File: src/rtl/dest_hazard_pipe_pkg.sv
// Shared types and constants for the destination/hazard pipeline.
// Holds the stage-entry layout and the operand-forward select encodings.
package dest_hazard_pipe_pkg;

  localparam int ADDR_W = 6;

  localparam logic [1:0] FWD_RF  = 2'b00;
  localparam logic [1:0] FWD_MEM = 2'b01;
  localparam logic [1:0] FWD_WB  = 2'b10;

  // wen is stored already qualified: valid, requested, and dest != r0.
  typedef struct packed {
    logic              valid;
    logic [ADDR_W-1:0] dest;
    logic              wen;
    logic              is_load;
  } stage_t;

  // The youngest producer wins, so an EX hit shadows a MEM hit.
  function automatic logic [1:0] fwd_pick(input logic ex_hit, input logic mem_hit);
    logic [1:0] sel;
    sel = FWD_RF;
    if (ex_hit)       sel = FWD_MEM;
    else if (mem_hit) sel = FWD_WB;
    return sel;
  endfunction

endpackage

File: src/rtl/dest_hazard_pipe_stage_reg.sv
// One pipeline entry register with bubble insertion.
// Used for the EX, MEM and WB entries of dest_hazard_pipe.
module dest_stage_reg
  import dest_hazard_pipe_pkg::*;
(
  input  logic   clk,
  input  logic   rst_n,
  input  logic   bubble,
  input  stage_t d,
  output stage_t q
);

  always_ff @(posedge clk or negedge rst_n) begin
    if (!rst_n)      q <= '0;
    else if (bubble) q <= '0;
    else             q <= d;
  end

endmodule

File: src/rtl/dest_hazard_pipe.sv
// Carries decode destinations through EX/MEM/WB and derives forwarding
// selects, the load-use stall, the register-file write port and a stall counter.
module dest_hazard_pipe #(
  parameter int ADDR_W = dest_hazard_pipe_pkg::ADDR_W,
  parameter int CNT_W  = 16
) (
  input  logic              clk,
  input  logic              rst_n,
  input  logic              id_valid,
  input  logic [ADDR_W-1:0] id_dest,
  input  logic              id_wen,
  input  logic              id_is_load,
  input  logic [ADDR_W-1:0] id_src_a,
  input  logic [ADDR_W-1:0] id_src_b,
  input  logic              id_use_a,
  input  logic              id_use_b,
  input  logic              flush,
  output logic              stall,
  output logic              ex_valid,
  output logic [ADDR_W-1:0] ex_dest,
  output logic              ex_wen,
  output logic [1:0]        ex_fwd_a,
  output logic [1:0]        ex_fwd_b,
  output logic              mem_valid,
  output logic [ADDR_W-1:0] mem_dest,
  output logic              mem_wen,
  output logic              wb_valid,
  output logic [ADDR_W-1:0] wb_dest,
  output logic              wb_wen,
  output logic [CNT_W-1:0]  stall_count
);
  import dest_hazard_pipe_pkg::*;

  stage_t           ex_d, ex_p0, mem_p1, wb_p2;
  logic             id_ewen;
  logic             ex_hit_a, ex_hit_b, mem_hit_a, mem_hit_b;
  logic             ex_bubble;
  logic [1:0]       fwd_a, fwd_b;
  logic [CNT_W-1:0] cnt;

  function automatic logic src_hit(input stage_t s, input logic used,
                                   input logic [ADDR_W-1:0] src);
    return s.valid & s.wen & used & (s.dest == src);
  endfunction

  function automatic logic [CNT_W-1:0] sat_inc(input logic [CNT_W-1:0] v);
    return (&v) ? v : v + 1'b1;
  endfunction

  // Decode: hazard detection against the EX and MEM entries
  assign id_ewen   = id_valid & id_wen & (id_dest != '0);
  assign ex_hit_a  = src_hit(ex_p0,  id_use_a, id_src_a);
  assign ex_hit_b  = src_hit(ex_p0,  id_use_b, id_src_b);
  assign mem_hit_a = src_hit(mem_p1, id_use_a, id_src_a);
  assign mem_hit_b = src_hit(mem_p1, id_use_b, id_src_b);
  assign fwd_a     = fwd_pick(ex_hit_a, mem_hit_a);
  assign fwd_b     = fwd_pick(ex_hit_b, mem_hit_b);

  assign stall = rst_n & id_valid & ~flush & ex_p0.is_load & (ex_hit_a | ex_hit_b);

  assign ex_bubble = stall | flush | ~id_valid;

  always_comb begin
    ex_d         = '0;
    ex_d.valid   = id_valid;
    ex_d.dest    = id_dest;
    ex_d.wen     = id_ewen;
    ex_d.is_load = id_valid & id_is_load;
  end

  // EX entry and its registered forward selects
  dest_stage_reg u_ex (
    .clk    (clk),
    .rst_n  (rst_n),
    .bubble (ex_bubble),
    .d      (ex_d),
    .q      (ex_p0)
  );

  always_ff @(posedge clk or negedge rst_n) begin
    if (!rst_n) begin
      ex_fwd_a <= FWD_RF;
      ex_fwd_b <= FWD_RF;
    end else if (ex_bubble) begin
      ex_fwd_a <= FWD_RF;
      ex_fwd_b <= FWD_RF;
    end else begin
      ex_fwd_a <= fwd_a;
      ex_fwd_b <= fwd_b;
    end
  end

  // MEM and WB entries always advance
  dest_stage_reg u_mem (
    .clk    (clk),
    .rst_n  (rst_n),
    .bubble (1'b0),
    .d      (ex_p0),
    .q      (mem_p1)
  );

  dest_stage_reg u_wb (
    .clk    (clk),
    .rst_n  (rst_n),
    .bubble (1'b0),
    .d      (mem_p1),
    .q      (wb_p2)
  );

  always_ff @(posedge clk or negedge rst_n) begin
    if (!rst_n)     cnt <= '0;
    else if (stall) cnt <= sat_inc(cnt);
  end

  assign ex_valid    = ex_p0.valid;
  assign ex_dest     = ex_p0.dest;
  assign ex_wen      = ex_p0.wen;
  assign mem_valid   = mem_p1.valid;
  assign mem_dest    = mem_p1.dest;
  assign mem_wen     = mem_p1.wen;
  assign wb_valid    = wb_p2.valid;
  assign wb_dest     = wb_p2.dest;
  assign wb_wen      = wb_p2.wen;
  assign stall_count = cnt;

endmodule

File: config.mk
export PLATFORM = sky130hd
export DESIGN_NAME = dest_hazard_pipe
export DESIGN_NICKNAME = d
export VERILOG_FILES = /design/src/rtl/dest_hazard_pipe_pkg.sv /design/src/rtl/dest_hazard_pipe_stage_reg.sv /design/src/rtl/dest_hazard_pipe.sv
export SDC_FILE = /design/constraint.sdc
export NUM_CORES = 1
export LEC_CHECK = 0
export CAP_MARGIN = 0
export CORE_ASPECT_RATIO = 1.75
export CORE_MARGIN = 2
export CORE_UTILIZATION = 48
export CTS_BUF_LIST = sky130_fd_sc_hd__clkbuf_16
export CTS_CLUSTER_DIAMETER = 150
export DETAILED_ROUTE_END_ITERATION = 7
export PLACE_DENSITY = 0.89
export SLEW_MARGIN = 0
export SYNTH_ARGS = -nofsm -noshare
export SYNTH_HDL_FRONTEND = slang
export SYNTH_SLANG_ARGS = --single-unit
export TNS_END_PERCENT = 10
File: constraint.sdc
create_clock -name clk -period 3.76 [get_ports clk]
set_clock_uncertainty 0.2 [all_clocks]
set_input_delay 0.376 -clock clk [delete_from_list [all_inputs] [get_ports clk]]
set_output_delay 0.376 -clock clk [all_outputs]
set_load 0.05 [all_outputs]
==> metrics.txt, run 1 <==
status finished, final reports clean; syn nets 183; via count approximately 1400; Total Neg Setup Slack 0 ns; postcts setup bufs 0; Hold Fails Final Rpt 0; first-pass GRT wire length around 6900 um; worst-path fanout max 14; I/O pins just over 70; pwr dens between 300 and 400 nW/um2; Placed Area about 2700 um2; Worst path max stage delay between 0.8 and 0.9 ns; H-tree depth 2; arrival time worst endpoint 2.76 ns; Routed Antenna Nets 0; most frequent cells in the layout 69 x clkdlybuf4s50_1, 45 x dfrtp_1, 26 x xnor2_1; Mapped Cells around 160; drt drc 0; period utilisation layout approximately nine tenths; initial core utilization around 50%; CTS Hold Bufs 0; Mapped Area ~2000 um2; Overall Global Routing Usage a little over a fifth; RSZ-0062 raised after global routing false; Die Footprint roughly 4700 um2; Clock Path Buffers 2; Row Count 30; fin nets approximately 250; post-synth top area share a little under three fifths; final HPWL from detailed placement approximately 3300 um; Cell Chain, Critical Path clkdlybuf4s50_1 -> xnor2_1 -> nand4_1 -> nor4_4 -> o21a_4 -> clkdlybuf4s50_1; number of buffers added on ports 70; area grow syn2layout 43.9%; Slew Viols, Final 0; number of diodes 0; VDD IR-drop max just under 0.4 mV; gr ovfl total 0; number of global-route vias before repair 1484; largest net degree at the start of global routing between 40 and 50; Sink Count 45; Chip Height 88.8 um; Die Width ~52 um; Max-slew headroom between 60 and 70%; drt pass-1 iters 4; Yosys reg bits 45; initial drt markers 13; largest area contributor in the synthesized netlist dfrtp_1; Final Critical Period between 3 and 4 ns; Num CTS Buffers 5; Max-cap violations 0; CP Class input port to output pin; leakage between 1 and 1.5 nW; share of layout cells above drive strength 1 under 10%; Skew-Pair Late Insertion Delay about 0.29 ns; measured slew at the worst slew-check pin 0.559 ns; Core Area between 3000 and 4000 um2; initial antenna violation count 0; crit path launch type input port; Finished Cell Area about 2800 um2; register area share after synthesis between 50% and 60%; CP required approximately 3.2 ns; FMAX about 0.30 GHz; Final GP Congestion between 0.8 and 0.9; commonest non-fill, non-tap cell in the layout clkdlybuf4s50_1; # setup viols final 0; leading cell types by total area after synthesis dfrtp_1 57%, xnor2_1 12%, xor2_1 5.8%, nand3_1 2.8%, and2_1 2.5%; synthesis warning total 0; synthesized area per cell 12.6 um2; DR vias/cell 5.25; Synth cell types 27; endpoint type of the worst setup path output pin; root buf cell clkbuf_16; Avg WL per Cell between 15 and 20 um; Critical-path top delay cell clkdlybuf4s50_1; Reg2Reg Depth 5; Hold Path Class input port to asynchronous set/reset pin; routed wire length 4350 um; Worst-path clk slew around 0.060 ns; most frequent CP cell clkdlybuf4s50_1; TritonCTS clock tree yes; post_cts resized 0
per-stage QoR:
step	setup slack (ns)	utilization (%)	instances	hold WS, ns	total power [mW]
6_report	0.423	72.6	275	0.00300	1.11
5_1_grt	0.297	72.6	275	0.0539	1.15
4_1_cts	0.409	72.6	275	0.0233	1.12
3_5_place_dp	0.421	68.5	267	0.197	0.644
3_3_place_gp	0.485	68.5	267	0.203	0.642
2_1_floorplan	1.44	-	156	-0.120	0.579
synthesized netlist by cell type:
master    instances
o21a_4            1
mux2_1            1
o211ai_1          2
buf_2             1
and2_1            8
nand2_1           3
nor4_1            2
nand3_1          11
dfrtp_1          45
or4_1             3
and3_1            7
nand4_1           8
nor2_1            6
buf_6             1
o311a_1           1
nor2b_1           2
buf_4             6
xor2_1           13
ha_1              1
nor4_4            2
nand2b_4          1
xnor2_1          26
inv_1             1
o211a_1           1
nand4_2           1
and4_1            1
or3_1             1
layout make-up:
| cell class | instances | area, um2 |
|---|---|---|
| multi-input cells | 102 | 779 |
| fillers | 283 | 1070 |
| well taps | 48 | 60.1 |
| inverters | 1 | 3.75 |
| clock inverters | 3 | 37.5 |
| repair buffers | 71 | 703 |
| flip-flops and latches | 45 | 1130 |
| clock buffers | 5 | 125 |
critical path: cells and delay by family:
family	cells	cell delay (ns)
simple gates	2	0.62
compound gates	1	0.29
buf+inv	2	1.34
xor+xnor	1	0.13
kinds of logic after synthesis:
kind of cell	count (synthesis)	synth area share [%]
AND/OR/NAND/NOR	56	18.5
flip-flops	45	57.1
XOR/XNOR	39	17.3
buffers and inverters	9	3.30
AO/OA/AOI/OAI	5	2.54
multiplexers	1	0.571
adder cells (fa/ha/maj)	1	0.635
per-layer routing:
layer / wire (um) / share of wire (%) / GRT usage, % / vias to the layer above
met5: 0 / 0 / 0 / -
met4: 93 / 2.1 / 9.09 / 0
met3: 235 / 5.4 / 4.56 / 8
met2: 2530 / 58 / 38.4 / 58
met1: 1500 / 34 / 22.3 / 705
li1: - / - / - / 673
report_power, final:
part           internal, mW  switching [mW]
combinational        0.0553          0.0730
sequential            0.495          0.0105
clock                 0.308           0.172
state kept, by name (all words and copies together), names as in the netlist:
register and count:
stall_count 16, ex_fwd_b 2, u_mem.q 8, ex_fwd_a 2
u_ex.q 9, u_wb.q 8
path summary, 6_finish.rpt:
kind                                  end      startpoint  slack (ns)
min                        stall_count[5]           rst_n       0.003
max in group asynchronous      u_mem.q[1]           rst_n        2.98
max                                 stall     id_src_a[4]        0.42
min in group clk                u_wb.q[8]      u_mem.q[8]        0.21
min reg2reg                     u_wb.q[8]      u_mem.q[8]        0.21
max reg2reg                stall_count[1]  stall_count[6]        1.51
(Power assumes the default switching activity.)
==> run 2, diff against run 1 <==
CORE_UTILIZATION = 49   (was 48)
SYNTH_HIERARCHICAL = 1   (was unset)
==> metrics.txt, run 2 <==
status finished, final reports clean; Clock Path Buffers 2; Routed Antenna Nets 0; share of layout cells above drive strength 1 between 5 and 6%; Sw Pwr approximately 0.24 mW; via count roughly 1600; Hold Path Class input port to asynchronous set/reset pin; drt pass-1 iters 4; gr ovfl total 0; number of global-route vias before repair about 1700; Sink Count 45; period utilisation layout a little under 90%; drt drc 0; P_int ~0.85 mW; Mapped Cells 181; Overall Global Routing Usage 22.4%; I/O pins 71; most frequent cells in the layout 69 x clkdlybuf4s50_1, 45 x dfrtp_1, 26 x nor2b_1; H-tree depth 2; Final Util between 70% and 80%; synthesis warning total 6; Max-slew headroom between 60% and 70%; post_cts resized 0; worst hold slack between 0.015 and 0.02 ns; Die Width roughly 53 um; Hold Fails Final Rpt 0; Slew Viols, Final 0; Final GP Congestion 0.784; Worst-path clk slew 0.06 ns; endpoint type of the worst setup path output pin; DR vias/cell roughly 5.1; area grow syn2layout 47.8%; TritonCTS clock tree yes; first-pass GRT wire length 7820 um; VDD IR-drop max between 0.3 and 0.4 mV; Num CTS Buffers 5; routed wire length ~4700 um; # setup viols final 0; number of diodes 0; Skew-Pair Late Insertion Delay approximately 0.28 ns; CTS Hold Bufs 0; Chip Height around 90 um; fin nets around 300; arrival time worst endpoint approximately 2.8 ns; pwr dens 358 nW/um2; Avg WL per Cell roughly 15 um; FMAX 0.299 GHz; sequential share of power about 46%; Finished Cell Area slightly above 3000 um2; CP required ~3.2 ns; Clock power frac between 40% and 50%; switching part of the total a little over a fifth; Final Critical Period between 3 and 4 ns; number of buffers added on ports 70; Logic pwr share 10.5%; Design Power ~1.1 mW; reg2reg setup slack roughly 1.2 ns; Die Footprint around 4800 um2; Row Count 31; register area roughly 1100 um2; postcts setup bufs 0; largest net degree at the start of global routing 47; CP Class input port to output pin; Max-cap violations 0; Core Area around 4100 um2; worst-path fanout max 3; commonest non-fill, non-tap cell in the layout clkdlybuf4s50_1; initial core utilization 50.5%; max reg flops 16; initial antenna violation count 0; Filler cells 296; post-route setup slack between 0.4 and 0.5 ns; Mapped Area roughly 2100 um2; RSZ-0062 raised after global routing false; Multi-input gate area 985 um2; worst slack at placement ~0.5 ns; initial drt markers 23; synthesized area per cell 11.4 um2; measured slew at the worst slew-check pin 0.556 ns; root buf cell clkbuf_16; final HPWL from detailed placement roughly 3600 um; fin cells between 300 and 400; Placed Area 2880 um2; leakage approximately 1.4 nW; crit path launch type input port; placed instance count approximately 320; Total Neg Setup Slack 0 ns
## run 2: per-layer routing
layer	GRT usage [%]	up-vias	wire (um)
met5	0	-	0
met2	39.7	48	2760
met1	24.5	804	1690
met4	8.55	0	72
li1	-	789	-
met3	5.15	6	190
## run 2: power groups by stage
stage               clock network, mW  registers, mW  logic, mW
global route                    0.505          0.500      0.123
global placement                    0          0.508      0.113
detailed placement                  0          0.508      0.114
finish                          0.476          0.499      0.114
floorplan                           0          0.530     0.0296
CTS                             0.479          0.499      0.115
## run 2: final timing paths
check / cells past startpoint / endpoint / start
min: 2 / u_wb/q[5] / rst_n
min in group clk: 1 / stall_count[15] / stall_count[15]
max: 8 / stall / id_src_b[5]
min reg2reg: 1 / stall_count[15] / stall_count[15]
max in group asynchronous: 2 / u_wb/q[4] / rst_n
max reg2reg: 6 / stall_count[10] / u_ex/q[7]
## run 2: cell type report
type                       instances  share of cell area [%]
clock inverter                     3                    1.23
multi-input combinational        150                    32.4
timing repair buffer              71                    23.1
sequential                        45                    37.0
tap                               49                    2.02
inverter                           1                   0.123
clock buffer                       5                    4.11
## run 2: critical path: stages
cell,delay [ns]
clkdlybuf4s50_1,0.45
xor2_1,0.18
nor2_1,0.15
nand3_1,0.09
nor4_1,0.50
nor2_1,0.10
nor2_1,0.12
clkdlybuf4s50_1,0.81
